<file path="config.mk">
export PLATFORM = sky130hd
export DESIGN_NAME = programmable_mealy_fsm
export DESIGN_NICKNAME = d
export VERILOG_FILES = /design/src/rtl/programmable_mealy_fsm.sv
export SDC_FILE = /design/constraint.sdc
export NUM_CORES = 1
export LEC_CHECK = 0
export CORE_UTILIZATION = 55
export CTS_CLUSTER_SIZE = 30
export DETAILED_ROUTE_END_ITERATION = 8
export GPL_TIMING_DRIVEN = 0
export PLACE_DENSITY_LB_ADDON = 0.05
export SLEW_MARGIN = 25
export SYNTH_ARGS = -nofsm -noshare
export SYNTH_HDL_FRONTEND = slang
export SYNTH_SLANG_ARGS = --single-unit
</file>
<file path="constraint.sdc">
create_clock -name clock -period 3.2 [get_ports clock]
set_input_delay 0.32 -clock clock [delete_from_list [all_inputs] [get_ports clock]]
set_output_delay 0.32 -clock clock [all_outputs]
set_load 0.03 [all_outputs]
</file>
<file path="src/rtl/programmable_mealy_fsm.sv">
// Table-driven Mealy engine: transition/output table loaded through a config port, run/step advance control.
// Optional state-change counter enabled by defining PROGRAMMABLE_MEALY_FSM_TRANS_CNT_EN.
module programmable_mealy_fsm #(
    parameter int STATE_W     = 2,
    parameter int IN_W        = 2,
    parameter int OUT_W       = 2,
    parameter int RESET_STATE = 0
) (
    input  logic                       clock,
    input  logic                       reset,
    input  logic                       run,
    input  logic                       step,
    input  logic [IN_W-1:0]            in_x,
    output logic [OUT_W-1:0]           out_y,
    output logic [STATE_W-1:0]         cur_state,
    input  logic                       cfg_we,
    input  logic [STATE_W+IN_W-1:0]    cfg_addr,
    input  logic [STATE_W+OUT_W-1:0]   cfg_wdata,
    output logic                       cfg_err,
    output logic [15:0]                trans_cnt
);

    localparam int ADDR_W  = STATE_W + IN_W;
    localparam int ENTRY_W = STATE_W + OUT_W;
    localparam int DEPTH   = 1 << ADDR_W;

    logic [ENTRY_W-1:0] entries [DEPTH];
    logic               adv;
    logic [ADDR_W-1:0]  rd_addr;
    logic [ENTRY_W-1:0] rd_entry;
    logic [STATE_W-1:0] next_state;

    always_comb begin
        adv        = run | step;
        rd_addr    = {cur_state, in_x};
        rd_entry   = entries[rd_addr];
        out_y      = rd_entry[OUT_W-1:0];
        next_state = cur_state;
        if (adv) begin
            next_state = rd_entry[ENTRY_W-1 -: STATE_W];
        end
    end

    always_ff @(posedge clock) begin
        if (reset) begin
            cur_state <= STATE_W'(RESET_STATE);
        end else begin
            cur_state <= next_state;
        end
    end

    // Reset turns every entry into a zero-output self-loop; writes collide with an advance and are dropped.
    always_ff @(posedge clock) begin
        if (reset) begin
            for (int i = 0; i < DEPTH; i++) begin
                entries[ADDR_W'(i)] <= {STATE_W'(i >> IN_W), {OUT_W{1'b0}}};
            end
        end else if (cfg_we && !adv) begin
            entries[cfg_addr] <= cfg_wdata;
        end
    end

    always_ff @(posedge clock) begin
        if (reset) begin
            cfg_err <= 1'b0;
        end else begin
            cfg_err <= cfg_we & adv;
        end
    end

`ifdef PROGRAMMABLE_MEALY_FSM_TRANS_CNT_EN
    logic [15:0] cnt;

    always_ff @(posedge clock) begin
        if (reset) begin
            cnt <= 16'h0000;
        end else if (adv && (next_state != cur_state)) begin
            cnt <= cnt + 16'd1;
        end
    end

    assign trans_cnt = cnt;
`else
    assign trans_cnt = 16'h0000;
`endif

endmodule

</file>
==> flow_summary.json <==
{
  "grt_max_degree": 11,
  "tightest_slew_ps": 549,
  "finalSetupViolations": 0,
  "drt-met1-wl_um": 2710,
  "routabilityCongestion": 0.747,
  "synth-seq-cells": 67,
  "worstReg2RegEnd": "cur_state[1]",
  "hold-path-endpoint": "cfg_err",
  "fin_crit_ps": 2770,
  "grt_pass1_vias": 1968,
  "arrival_ps": 2450,
  "r2r_start": "entries[0][3]",
  "met2_length_um": 3210,
  "netlist_instances": 240,
  "nFillCells": 461,
  "wirelength_um": 6580,
  "setup_tns_ps": 0,
  "postSynth.topFlopCell": "edfxtp_1",
  "port_buffers": 17,
  "hp-start": "cfg_we",
  "synth-seq-area-share_pct": 59.1,
  "clock.fmax_ghz": 0.362,
  "endpoint_kind": "output pin",
  "core_area_sq_mm": 0.00589,
  "cts_buffer_depth": 2,
  "root_buffer": "clkbuf_8",
  "async_flop_share_pct": 0,
  "io_pins": 36,
  "post-route-util_pct": 65.0,
  "hold_viol": 0,
  "n_antenna_cell": 0,
  "cts-buffers-inserted": 9,
  "synth_edf_count": 64,
  "antenna_left": 0,
  "cts_setup_buffers": 0,
  "clock_sinks": 67,
  "grt_pass1_wl_um": 10400,
  "drive_gt1_share_pct": 24.7,
  "grt_util_all_layers_pct": 23.6,
  "vdd_drop_max_uv": 287,
  "r2r_setup_slack_ps": 1620,
  "power.leakage_uw": 0.00138,
  "cp-start-kind": "input port",
  "place_ws_ps": 410,
  "drv_cap": 0,
  "slew_viol_final": 0,
  "drt_pass1_iterations": 5,
  "antenna_found_initial": 0,
  "ctsResizeCount": 0,
  "cts_tree": "done",
  "power_density_mw_per_mm2": 485,
  "syn_to_final_growth_pct": 14.0,
  "holdBufCountCts": 0,
  "worstSkewPairLatency_ps": 340,
  "crit_type": "input port to output pin",
  "routed_via_density": 5.46,
  "finClkSkew_ps": 4.20,
  "met3WireLength_um": 462,
  "die_h_um": 80.1,
  "wl_per_cell_um": 18.2,
  "cp_max_fo": 10,
  "vias": 1977,
  "clk_pin_slew_ps": 70,
  "htree_levels": 3,
  "max_slew_margin_pct": 63.1,
  "initial_core_util_pct": 57.0,
  "syn-cell-area_sq_mm": 0.00335,
  "rr_worst_depth": 4,
  "drt_iter0_markers": 164,
  "min_path_type": "input port to register",
  "overflow": 0,
  "rsz0062_at_grt": "no",
  "syn_avg_cell_area_sq_um": 14.0,
  "fin_ws_ps": 434,
  "top_layer_used": "met4",
  "layout.nets": 298,
  "yosys_warnings": 0,
  "crit_required_ps": 2880,
  "die_x_um": 80.1,
  "status": "finished, final reports clean",
  "dp_hpwl_um": 4850,
  "power_uw": 1850,
  "fin_crit_sh_pct": 86.4,
  "hold-path-cell-count": 2,
  "rows": 28,
  "drc": 0,
  "die_area_sq_mm": 0.00642,
  "ys_types": 26
}
## worst max path at each step
stage	start	end	slack [ps]	cells after the start
4_1_cts	in_x[1]	out_y[0]	410	6
6_report	in_x[1]	out_y[0]	430	6
2_1_floorplan	in_x[0]	out_y[0]	1160	5
5_1_grt	in_x[1]	out_y[0]	350	6
3_3_place_gp	in_x[1]	out_y[0]	400	6
3_5_place_dp	in_x[1]	out_y[0]	410	6
## worst max-delay path, cell delays in order
cell	delay, ps
buf_2	220
buf_2	330
mux4_2	380
mux4_2	470
buf_4	140
clkdlybuf4s50_1	580
## cell usage after synthesis, drive strengths merged, types with 4 or more instances
cell	n	area, sq um
mux4	16	360
and2	48	300
edfxtp	64	1920
nor2	13	48.8
mux2i	6	60.1
or3	16	100
a31oi	4	25.0
clkbuf	9	33.8
buf	23	183
or2	19	119
nor3	4	31.3
## per-stage QoR
stage | cell area (sq um) | instances | hold WS, ps
after floorplan | 3410 | 255 | 487
after global placement | 3670 | 347 | 910
after detailed placement | 3670 | 347 | 861
after CTS | 3820 | 362 | 588
after global routing | 3820 | 362 | 589
final | 3820 | 362 | 596
## registers in the layout, indices dropped and copies added, names as in the netlist
name and flops:
entries 64, cur_state 2, cfg_err 1
## layout make-up
cell class	instances	area (sq um)	area share [%]
Multi-Input combinational cell	155	1210	31.6
Timing Repair Buffer	17	170	4.45
Sequential cell	67	1980	51.8
Clock inverter	5	21.3	0.556
Tap cell	75	93.8	2.45
Inverter	1	3.75	0.0982
Clock buffer	10	128	3.34
Buffer	32	216	5.66
## routing by layer
| layer | track usage, % | up-vias |
|---|---|---|
| met4 | 13.4 | 0 |
| li1 | - | 930 |
| met2 | 36.9 | 81 |
| met3 | 4.20 | 15 |
| met5 | 0 | - |
| met1 | 31.3 | 951 |
## cells in the final DEF (no fill, tap or decap), types with 6 or more instances in the layout
cell / Yosys / final
and2_1: 48 / 48
buf_4: 18 / 18
clkbuf_1: 9 / 10
clkbuf_8: 0 / 9
clkdlybuf4s50_1: 0 / 17
conb_1: 1 / 16
edfxtp_1: 64 / 64
mux2i_1: 6 / 6
mux4_2: 16 / 16
nor2_1: 13 / 13
or2_2: 19 / 19
or3_1: 16 / 16
## kinds of logic after synthesis
| family | after synthesis | synth area share [%] |
|---|---|---|
| buffers and inverters | 33 | 6.56 |
| other | 1 | 0.112 |
| flip-flops | 67 | 59.1 |
| multiplexers | 22 | 12.5 |
| AO/OA/AOI/OAI | 6 | 1.27 |
| AND/OR/NAND/NOR | 111 | 20.4 |
## report_power, final
part           internal, uW  total (uW)  switching (uW)
Sequential             1010        1020            14.1
Clock                   266         565             299
Combinational           122         270             148
No activity file was read; power rests on OpenSTA's default activity.
